<file path="config.mk">
export PLATFORM = sky130hd
export DESIGN_NAME = conv_frame_sequencer_flat
export DESIGN_NICKNAME = d
export VERILOG_FILES = /design/src/rtl/conv_frame_sequencer_if.sv /design/src/rtl/conv_frame_sequencer.sv /design/src/flat_wrapper.sv
export SDC_FILE = /design/constraint.sdc
export NUM_CORES = 1
export LEC_CHECK = 0
export CAP_MARGIN = 5
export CORE_MARGIN = 2
export CORE_UTILIZATION = 51
export CTS_BUF_LIST = sky130_fd_sc_hd__clkbuf_2
export DETAILED_ROUTE_END_ITERATION = 6
export PLACE_DENSITY = 0.83
export SYNTH_ARGS = -nofsm -noshare
export SYNTH_HDL_FRONTEND = slang
export SYNTH_SLANG_ARGS = --single-unit
</file>
<file path="constraint.sdc">
create_clock -name clk -period 4.3 [get_ports clk]
set_input_delay 1.075 -clock clk [delete_from_list [all_inputs] [get_ports clk]]
set_output_delay 1.075 -clock clk [all_outputs]
set_load 0.01 [all_outputs]
</file>
<file path="src/rtl/conv_frame_sequencer_if.sv">
// Image-memory read bus and window-buffer pixel stream of conv_frame_sequencer.
// The master side is the sequencer, and the slave side is the memory/window-buffer pair.
interface conv_frame_sequencer_if #(
    parameter int ADDR_W = 16
);
    logic              mem_rd_en;
    logic [ADDR_W-1:0] mem_rd_addr;
    logic [7:0]        mem_rd_data;
    logic              pix_valid;
    logic [7:0]        pix_data;
    logic [15:0]       pix_row;
    logic [15:0]       pix_col;
    logic              frame_last;

    modport master (
        output mem_rd_en, mem_rd_addr, pix_valid, pix_data, pix_row, pix_col, frame_last,
        input  mem_rd_data
    );

    modport slave (
        input  mem_rd_en, mem_rd_addr, pix_valid, pix_data, pix_row, pix_col, frame_last,
        output mem_rd_data
    );
endinterface

</file>
<file path="src/rtl/conv_frame_sequencer.sv">
// Walks a zero-padded raster, reads interior pixels from image memory and streams one pixel per coordinate.
// Optional macro SEQ_PAD_VALUE_EN adds a pad_value input that is latched at start and used for border pixels.
module conv_frame_sequencer #(
    parameter int IMG_WIDTH  = 8,
    parameter int IMG_HEIGHT = 8,
    parameter int PAD        = 1,
    parameter int ADDR_W     = 16
) (
    input  logic                   clk,
    input  logic                   rst,
    input  logic                   start,
    input  logic [ADDR_W-1:0]      base_addr,
`ifdef SEQ_PAD_VALUE_EN
    input  logic [7:0]             pad_value,
`endif
    input  logic                   stall_in,
    output logic                   busy,
    output logic                   done,
    conv_frame_sequencer_if.master bus
);
    localparam int PW = IMG_WIDTH + 2 * PAD;
    localparam int PH = IMG_HEIGHT + 2 * PAD;
    localparam logic [15:0] COL_LAST = 16'(PW - 1);
    localparam logic [15:0] ROW_LAST = 16'(PH - 1);
    localparam logic [15:0] PAD_L    = 16'(PAD);
    localparam logic [15:0] WIDTH_L  = 16'(IMG_WIDTH);
    localparam logic [15:0] HEIGHT_L = 16'(IMG_HEIGHT);

    typedef enum logic [1:0] {
        ST_IDLE,
        ST_RUN,
        ST_DRAIN,
        ST_DONE
    } state_t;

    state_t            state_reg, state_next;
    logic [15:0]       row_reg, col_reg;
    logic [ADDR_W-1:0] addr_reg;
    logic              s1_valid_reg, s1_pad_reg, s1_last_reg;
    logic [15:0]       s1_row_reg, s1_col_reg;
    logic [7:0]        pad_pixel;
    logic              accept, issue, interior, last_coord;
    logic [15:0]       row_off, col_off;

`ifdef SEQ_PAD_VALUE_EN
    logic [7:0] pad_value_reg;

    always_ff @(posedge clk or posedge rst) begin
        if (rst) begin
            pad_value_reg <= 8'h00;
        end else if (accept) begin
            pad_value_reg <= pad_value;
        end
    end

    assign pad_pixel = pad_value_reg;
`else
    assign pad_pixel = 8'h00;
`endif

    // Coordinates left of or above the image wrap to large offsets, so a single compare
    // per axis gives the interior test. This also works when PAD is 0.
    assign row_off    = row_reg - PAD_L;
    assign col_off    = col_reg - PAD_L;
    assign interior   = (row_off < HEIGHT_L) && (col_off < WIDTH_L);
    assign last_coord = (row_reg == ROW_LAST) && (col_reg == COL_LAST);
    assign accept     = start && ((state_reg == ST_IDLE) || (state_reg == ST_DONE));
    assign issue      = (state_reg == ST_RUN) && !stall_in;

    always_ff @(posedge clk or posedge rst) begin
        if (rst) begin
            state_reg <= ST_IDLE;
        end else begin
            state_reg <= state_next;
        end
    end

    always_comb begin
        state_next = state_reg;
        case (state_reg)
            ST_IDLE:  if (start) state_next = ST_RUN;
            ST_RUN:   if (issue && last_coord) state_next = ST_DRAIN;
            ST_DRAIN: if (bus.frame_last) state_next = ST_DONE;
            ST_DONE:  state_next = start ? ST_RUN : ST_IDLE;
            default:  state_next = ST_IDLE;
        endcase
    end

    always_comb begin
        busy            = (state_reg == ST_RUN) || (state_reg == ST_DRAIN);
        done            = (state_reg == ST_DONE);
        bus.mem_rd_en   = issue && interior;
        bus.mem_rd_addr = addr_reg;
    end

    // The running address advances only on interior issues, so no multiplier is needed.
    always_ff @(posedge clk or posedge rst) begin
        if (rst) begin
            row_reg  <= 16'd0;
            col_reg  <= 16'd0;
            addr_reg <= '0;
        end else if (accept) begin
            row_reg  <= 16'd0;
            col_reg  <= 16'd0;
            addr_reg <= base_addr;
        end else if (issue) begin
            if (col_reg == COL_LAST) begin
                col_reg <= 16'd0;
                row_reg <= row_reg + 16'd1;
            end else begin
                col_reg <= col_reg + 16'd1;
            end
            if (interior) begin
                addr_reg <= addr_reg + 1'b1;
            end
        end
    end

    always_ff @(posedge clk or posedge rst) begin
        if (rst) begin
            s1_valid_reg <= 1'b0;
            s1_pad_reg   <= 1'b0;
            s1_last_reg  <= 1'b0;
            s1_row_reg   <= 16'd0;
            s1_col_reg   <= 16'd0;
        end else begin
            s1_valid_reg <= issue;
            if (issue) begin
                s1_pad_reg  <= !interior;
                s1_last_reg <= last_coord;
                s1_row_reg  <= row_reg;
                s1_col_reg  <= col_reg;
            end
        end
    end

    // Memory data arrives while the coordinate sits in S1, so the output stage merges it here.
    always_ff @(posedge clk or posedge rst) begin
        if (rst) begin
            bus.pix_valid  <= 1'b0;
            bus.frame_last <= 1'b0;
            bus.pix_data   <= 8'h00;
            bus.pix_row    <= 16'd0;
            bus.pix_col    <= 16'd0;
        end else begin
            bus.pix_valid  <= s1_valid_reg;
            bus.frame_last <= s1_valid_reg && s1_last_reg;
            if (s1_valid_reg) begin
                bus.pix_data <= s1_pad_reg ? pad_pixel : bus.mem_rd_data;
                bus.pix_row  <= s1_row_reg;
                bus.pix_col  <= s1_col_reg;
            end
        end
    end
endmodule

</file>
<file path="src/flat_wrapper.sv">
// flat-port wrapper written by rule: the top's interface ports become plain ports
module conv_frame_sequencer_flat 
#(
    parameter int IMG_WIDTH  = 8,
    parameter int IMG_HEIGHT = 8,
    parameter int PAD        = 1,
    parameter int ADDR_W     = 16
)
  (clk, rst, start, base_addr, stall_in, busy, done, bus_mem_rd_en, bus_mem_rd_addr, bus_pix_valid, bus_pix_data, bus_pix_row, bus_pix_col, bus_frame_last, bus_mem_rd_data);
  conv_frame_sequencer_if #(.ADDR_W(ADDR_W)) bus_i ();
  input  logic clk;
  input  logic rst;
  input  logic start;
  input  logic [ADDR_W-1:0] base_addr;
  input  logic stall_in;
  output logic busy;
  output logic done;
  output wire logic [$bits(bus_i.mem_rd_en)-1:0] bus_mem_rd_en;
  output wire logic [$bits(bus_i.mem_rd_addr)-1:0] bus_mem_rd_addr;
  output wire logic [$bits(bus_i.pix_valid)-1:0] bus_pix_valid;
  output wire logic [$bits(bus_i.pix_data)-1:0] bus_pix_data;
  output wire logic [$bits(bus_i.pix_row)-1:0] bus_pix_row;
  output wire logic [$bits(bus_i.pix_col)-1:0] bus_pix_col;
  output wire logic [$bits(bus_i.frame_last)-1:0] bus_frame_last;
  input wire logic [$bits(bus_i.mem_rd_data)-1:0] bus_mem_rd_data;
  assign bus_mem_rd_en = bus_i.mem_rd_en;
  assign bus_mem_rd_addr = bus_i.mem_rd_addr;
  assign bus_pix_valid = bus_i.pix_valid;
  assign bus_pix_data = bus_i.pix_data;
  assign bus_pix_row = bus_i.pix_row;
  assign bus_pix_col = bus_i.pix_col;
  assign bus_frame_last = bus_i.frame_last;
  assign bus_i.mem_rd_data = bus_mem_rd_data;
  conv_frame_sequencer #(.IMG_WIDTH(IMG_WIDTH), .IMG_HEIGHT(IMG_HEIGHT), .PAD(PAD), .ADDR_W(ADDR_W)) u_core (.clk(clk), .rst(rst), .start(start), .base_addr(base_addr), .stall_in(stall_in), .busy(busy), .done(done), .bus(bus_i));
endmodule
</file>
Word-level counts from Yosys, hierarchy flattened --
Cells that the tools add are included.
Operators by class: add/sub/neg operators 5, $lt $le $gt $ge 2, equal/unequal tests 8, muxes and demuxes 15, reduce and logical (&&, ||, !) cells 18
Operator list (count):
- $mux 16 | 9
- $add 16x1->16 const B | 3
- $eq 16x4->1 const B | 2
- $lt 16x4->1 const B | 2
- $sub 16x1->16 const B | 2
- $mux 8 | 1
- $pmux 2 s4 | 1
- $logic_and 1x1->1 | 7
- $mux 2 | 3
- $reduce_bool 2->1 | 3
- $eq 2x2->1 const B | 2
- $ne 2x2->1 const B | 2
- $reduce_and 2->1 | 2
- $reduce_and 3->1 | 1
- $eq 2x1->1 const B | 1
- $logic_not 1->1 | 2
- $logic_not 2->1 | 1
- $logic_or 1x1->1 | 2
- $ne 2x1->1 const B | 1
- $mux 1 | 1
Word-level totals: flip-flop bits (word level) 127, input port bits 28, output and inout bits 61

Longest topological paths before layout --
word-level depth 6, gate-level depth with buffers 12, mapped depth without buffers 10

Worst setup path before layout --
OpenSTA, ideal clock, no wires.
kind input-to-output, start point input port stall_in, end point output port bus_mem_rd_en, arrival time 2681 ps, data required time 3225 ps, slack 544 ps, cell stages on the path 8, path through nand2b_1 clkbuf_1 inv_1 nand2_1 nor4_1 o2111ai_2 nor3_1 buf_2
Between the ends: word-level cells in the longest chain between the ends 3
Ends and longest elaborated chain:
- start: declaration | line flat_wrapper.sv:15 | input logic stall_in;
- $logic_not 1->1 | line conv_frame_sequencer.sv:68 | assign issue = (state_reg == ST_RUN) && !stall_in;
- $logic_and 1x1->1 | line conv_frame_sequencer.sv:68
- $logic_and 1x1->1 | line conv_frame_sequencer.sv:92 | bus.mem_rd_en = issue && interior;
- end: declaration | line flat_wrapper.sv:18 | output wire logic [$bits(bus_i.mem_rd_en)-1:0] bus_mem_rd_en;
Every way passes these cells.

Worst setup path in the final report --
start point register u_core.col_reg[0], end point output port bus_mem_rd_en
Between the ends: word-level cells in the longest chain between the ends 4
Ends and longest elaborated chain:
- start: declaration | line conv_frame_sequencer.sv:37 | logic [15:0] row_reg, col_reg;
- start signal: assignment | line conv_frame_sequencer.sv:111 | col_reg <= col_reg + 16'd1;
- $sub 16x1->16 | line conv_frame_sequencer.sv:64 | assign col_off = col_reg - PAD_L;
- $lt 16x4->1 | line conv_frame_sequencer.sv:65 | assign interior = (row_off < HEIGHT_L) && (col_off < WIDTH_L);
- $logic_and 1x1->1 | line conv_frame_sequencer.sv:65
- $logic_and 1x1->1 | line conv_frame_sequencer.sv:92
Every way passes these cells.

==> reports/summary.log <==
[grt] pin count of the biggest net entering global routing 96
[run] Max Cap Violations 0
[grt] first-pass GRT wire length 23.4 mm
[min_path] Tightest Hold Check Type flip-flop to flip-flop
[die] Die Area 0.0129 mm²
[logic_synthesis] Synth Warn # 0
[power_and_ir_drop] NetSw 0.00119 W
[power_and_ir_drop] share of total power in sequential cells 42.4%
[logic_synthesis] Post-Synthesis Cells 628
[grt] global router's overall resource usage 22.6%
[power_and_ir_drop] sw frac 34.4%
[timing] Post-Route Hold Slack 0.488 ns
[worst_setup_path] Data required, critical path 3.22 ns
[logic_synthesis] main combinational cell family by area after synthesis simple AND/OR/NAND/NOR gates
[routing] antenna-violating nets left 0
[timing] aggregate negative setup slack 0 ns
[timing] number of hold-slack violations in the final timing report 0
[worst_setup_path] CP arrival 3.01 ns
[logic_synthesis] Simple-Gate Fraction of Synth Area 21.5%
[finish] commonest non-fill, non-tap cells in the layout sky130_fd_sc_hd__nand2_1 (131), sky130_fd_sc_hd__dfrtp_1 (123), sky130_fd_sc_hd__clkdlybuf4s50_1 (87), sky130_fd_sc_hd__o21ai_0 (41), sky130_fd_sc_hd__nor2_1 (36)
[placement] final HPWL from detailed placement 9.52 mm
[logic_synthesis] post-synthesis net count 668
[grt] total congestion overflow 0
[logic_synthesis] mux contribution to synthesized area 5.91%
[logic_synthesis] EDFF count, synth 0
[worst_setup_path] maximum fanout along the worst path 7
[finish] Final nets 755
[clock_network] TritonCTS clock tree built
[power_and_ir_drop] Internal 0.00226 W
[timing] setup repair after global routing missed its margin no
[clock_network] Root Driver sky130_fd_sc_hd__clkbuf_2
[worst_setup_path] CP Class flip-flop to primary output
[timing] clock skew 0.0248 ns
[power_and_ir_drop] worst ir drop on vdd 340 µV
[clock_network] Clock Tree Buf Depth 2
[clock_network] H-tree levels 4
[finish] filler instances 929
[logic_synthesis] number of library cell types mapped by synthesis 56
[die] initial cell density of the core 52.7%
[timing] pin slew with the least headroom to its limit 0.850 ns
[logic_synthesis] Post-Synth Adder-Cell Area 2.46%
[timing] setup-violating endpoint count in the final report 0
[die] number of placement rows 39
[logic_synthesis] share of the synthesized area in compound gates (AO/OA/AOI/OAI) 10.0%
[die] core area 0.0116 mm²
[routing] number of DRC violations after detailed-routing iteration 0 419
[logic_synthesis] cell area after technology mapping 0.00610 mm²
[routing] DR vias 4931
[routing] Wirelength per Cell 15.7 µm
[placement] number of buffers inserted by port buffering 88
[die] die boundary height 113 µm
[logic_synthesis] Avg Cell Area, Syn 9.71 µm²
[finish] Register Area 0.00318 mm²
[logic_synthesis] sequential-to-total area share from yosys stat 52.1%
[outcome] run status finished, final reports clean
[grt] initial antenna violation count 1
[worst_setup_path] nature of the critical path startpoint flip-flop
[power_and_ir_drop] Static Leak 3.39 nW
[routing] drt first pass iters 5
[die] boundary pin count 89
[power_and_ir_drop] Clk pwr share 25.2%
[timing] share of the cycle needed by the critical path after routing 94.9%
[finish] share of cells above drive strength 1 12.9%
[finish] area overhead of the layout relative to synthesis 21.9%
[routing] Detailed Route WL 13.7 mm
[finish] multi-input gate area in the final layout 0.00267 mm²
[timing] Max-slew headroom 43.4%
[clock_network] clock transition at the registers of the reported paths 0.17 ns
[timing] maximum operating frequency 245 MHz
[routing] remaining routing DRC violations 0
[clock_network] CTS Buf Count 17
[finish] most common cell after layout, fill and taps aside sky130_fd_sc_hd__nand2_1
[die] Die W 113 µm
[routing] routed via count divided by cell count 5.65
[power_and_ir_drop] combinational cell fraction of total power 32.3%
[logic_synthesis] fraction of synthesis flops using an asynchronous set or reset pin 100%
[logic_synthesis] flop and latch count out of synthesis 127
[clock_network] total clock sinks 127
[clock_network] clock network latency to the later pin of the worst-skew pair 0.68 ns
[worst_setup_path] CP endpoint kind primary output
[clock_network] count of hold buffers inserted by post-cts repair 0
[timing] shortest period the worst path allows 4.08 ns
[logic_synthesis] area share of xor/xnor cells in the synthesized design 3.45%
[grt] number of global-route vias before repair 4897
[logic_synthesis] top flip-flop cell by instance count after synthesis sky130_fd_sc_hd__dfrtp_1
[placement] GPL Wtd Cong 0.854
[timing] final-report max-slew violation count 0
[power_and_ir_drop] Pwr per Cell Area 464 mW/mm²
[critical path: stages (launching register included)]
cell and delay (ns):
sky130_fd_sc_hd__dfrtp_2 0.48, sky130_fd_sc_hd__buf_4 0.17, sky130_fd_sc_hd__or2_2 0.34, sky130_fd_sc_hd__o41ai_1 0.29, sky130_fd_sc_hd__a22oi_1 0.16, sky130_fd_sc_hd__or2_2 0.36
sky130_fd_sc_hd__nor3_2 0.24, sky130_fd_sc_hd__dlygate4sd2_1 0.30
[through the flow]
stage	cell area [µm²]	setup WS, ns	total power (W)	utilization, %	instances
floorplan	6100	0.544	0.00214	-	628
global placement	7090	-0.0275	0.00253	61.3	836
finish	7440	0.219	0.00345	64.3	872
detailed placement	7090	-0.0435	0.00257	61.3	836
CTS	7420	0.178	0.00346	64.2	871
global route	7440	0.0479	0.00365	64.3	872
[layout make-up]
class | count | area share [%]
timing repair buffer | 104 | 13.6
multi-input combinational | 440 | 35.9
clock buffer | 20 | 1.35
antenna | 1 | 0.0337
clock inverter | 12 | 2.57
sequential | 127 | 42.8
tap | 143 | 2.41
inverter | 25 | 1.31
[metal layers]
metal | wire [µm] | up-vias | GRT usage [%]
met5 | 0 | - | 0
met4 | 166 | 0 | 7.40
met3 | 865 | 20 | 5.30
met2 | 6430 | 179 | 35.5
met1 | 6250 | 2394 | 31.1
li1 | - | 2338 | -
[worst paths after layout]
check	start	endpoint	cells after the start	slack (ns)
worst max register to register	u_core.row_reg[0]	u_core.bus.mem_rd_addr[11]	8	1.06
worst min register to register	u_core.s1_last_reg	u_core.s1_last_reg	2	0.49
min in group asynchronous	rst	u_core.bus.pix_data[6]	2	0.84
worst min-delay path	u_core.s1_last_reg	u_core.s1_last_reg	2	0.49
worst max-delay path	u_core.col_reg[0]	bus_mem_rd_en	7	0.22
max in group asynchronous	rst	u_core.col_reg[0]	3	2.51
[power groups by stage]
stage                     clock network [W]  logic [W]  registers [W]
after floorplan                           0   0.000674        0.00147
after global placement                    0    0.00106        0.00147
after detailed placement                  0    0.00108        0.00148
after CTS                          0.000886    0.00111        0.00146
after global routing               0.000935    0.00123        0.00148
final                              0.000870    0.00112        0.00146
[what timing repair did]
item	CTS	global route
pin swaps	1	0
setup endpoints to repair	1	1
buffers inserted	3	0
resized for setup	8	1
[cell families after synthesis]
| logic type | Yosys count |
|---|---|
| AOI/OAI and AO/OA | 98 |
| xor gates and xnor gates | 24 |
| adders and majority gates | 12 |
| buffers and inverters | 61 |
| DFF | 127 |
| muxes | 32 |
| and+or+nand+nor | 274 |
[synth_stat cells, types with 3 or more instances]
| master | instances | area share (%) |
|---|---|---|
| sky130_fd_sc_hd__a21oi_1 | 15 | 1.2 |
| sky130_fd_sc_hd__a31oi_1 | 7 | 0.72 |
| sky130_fd_sc_hd__and2_1 | 3 | 0.31 |
| sky130_fd_sc_hd__and3_1 | 8 | 0.82 |
| sky130_fd_sc_hd__buf_1 | 3 | 0.18 |
| sky130_fd_sc_hd__buf_6 | 5 | 0.92 |
| sky130_fd_sc_hd__clkbuf_1 | 25 | 1.5 |
| sky130_fd_sc_hd__dfrtp_1 | 127 | 52 |
| sky130_fd_sc_hd__ha_1 | 12 | 2.5 |
| sky130_fd_sc_hd__inv_1 | 25 | 1.5 |
| sky130_fd_sc_hd__mux2_2 | 32 | 5.9 |
| sky130_fd_sc_hd__nand2_1 | 131 | 8.1 |
| sky130_fd_sc_hd__nand2b_1 | 3 | 0.31 |
| sky130_fd_sc_hd__nand3_1 | 19 | 1.6 |
| sky130_fd_sc_hd__nand4_1 | 11 | 1.1 |
| sky130_fd_sc_hd__nor2_1 | 36 | 2.2 |
| sky130_fd_sc_hd__nor2b_1 | 6 | 0.62 |
| sky130_fd_sc_hd__nor3_1 | 12 | 0.98 |
| sky130_fd_sc_hd__nor3b_1 | 5 | 0.62 |
| sky130_fd_sc_hd__nor4_1 | 7 | 0.72 |
| sky130_fd_sc_hd__nor4b_1 | 4 | 0.57 |
| sky130_fd_sc_hd__o211ai_1 | 4 | 0.49 |
| sky130_fd_sc_hd__o21ai_0 | 41 | 3.4 |
| sky130_fd_sc_hd__o22ai_1 | 4 | 0.41 |
| sky130_fd_sc_hd__o31ai_1 | 6 | 0.74 |
| sky130_fd_sc_hd__or2_2 | 4 | 0.41 |
| sky130_fd_sc_hd__or3_1 | 10 | 1.0 |
| sky130_fd_sc_hd__or4_1 | 5 | 0.62 |
| sky130_fd_sc_hd__xnor2_1 | 11 | 1.6 |
| sky130_fd_sc_hd__xor2_1 | 13 | 1.9 |
No activity file was read; power rests on OpenSTA's default activity.
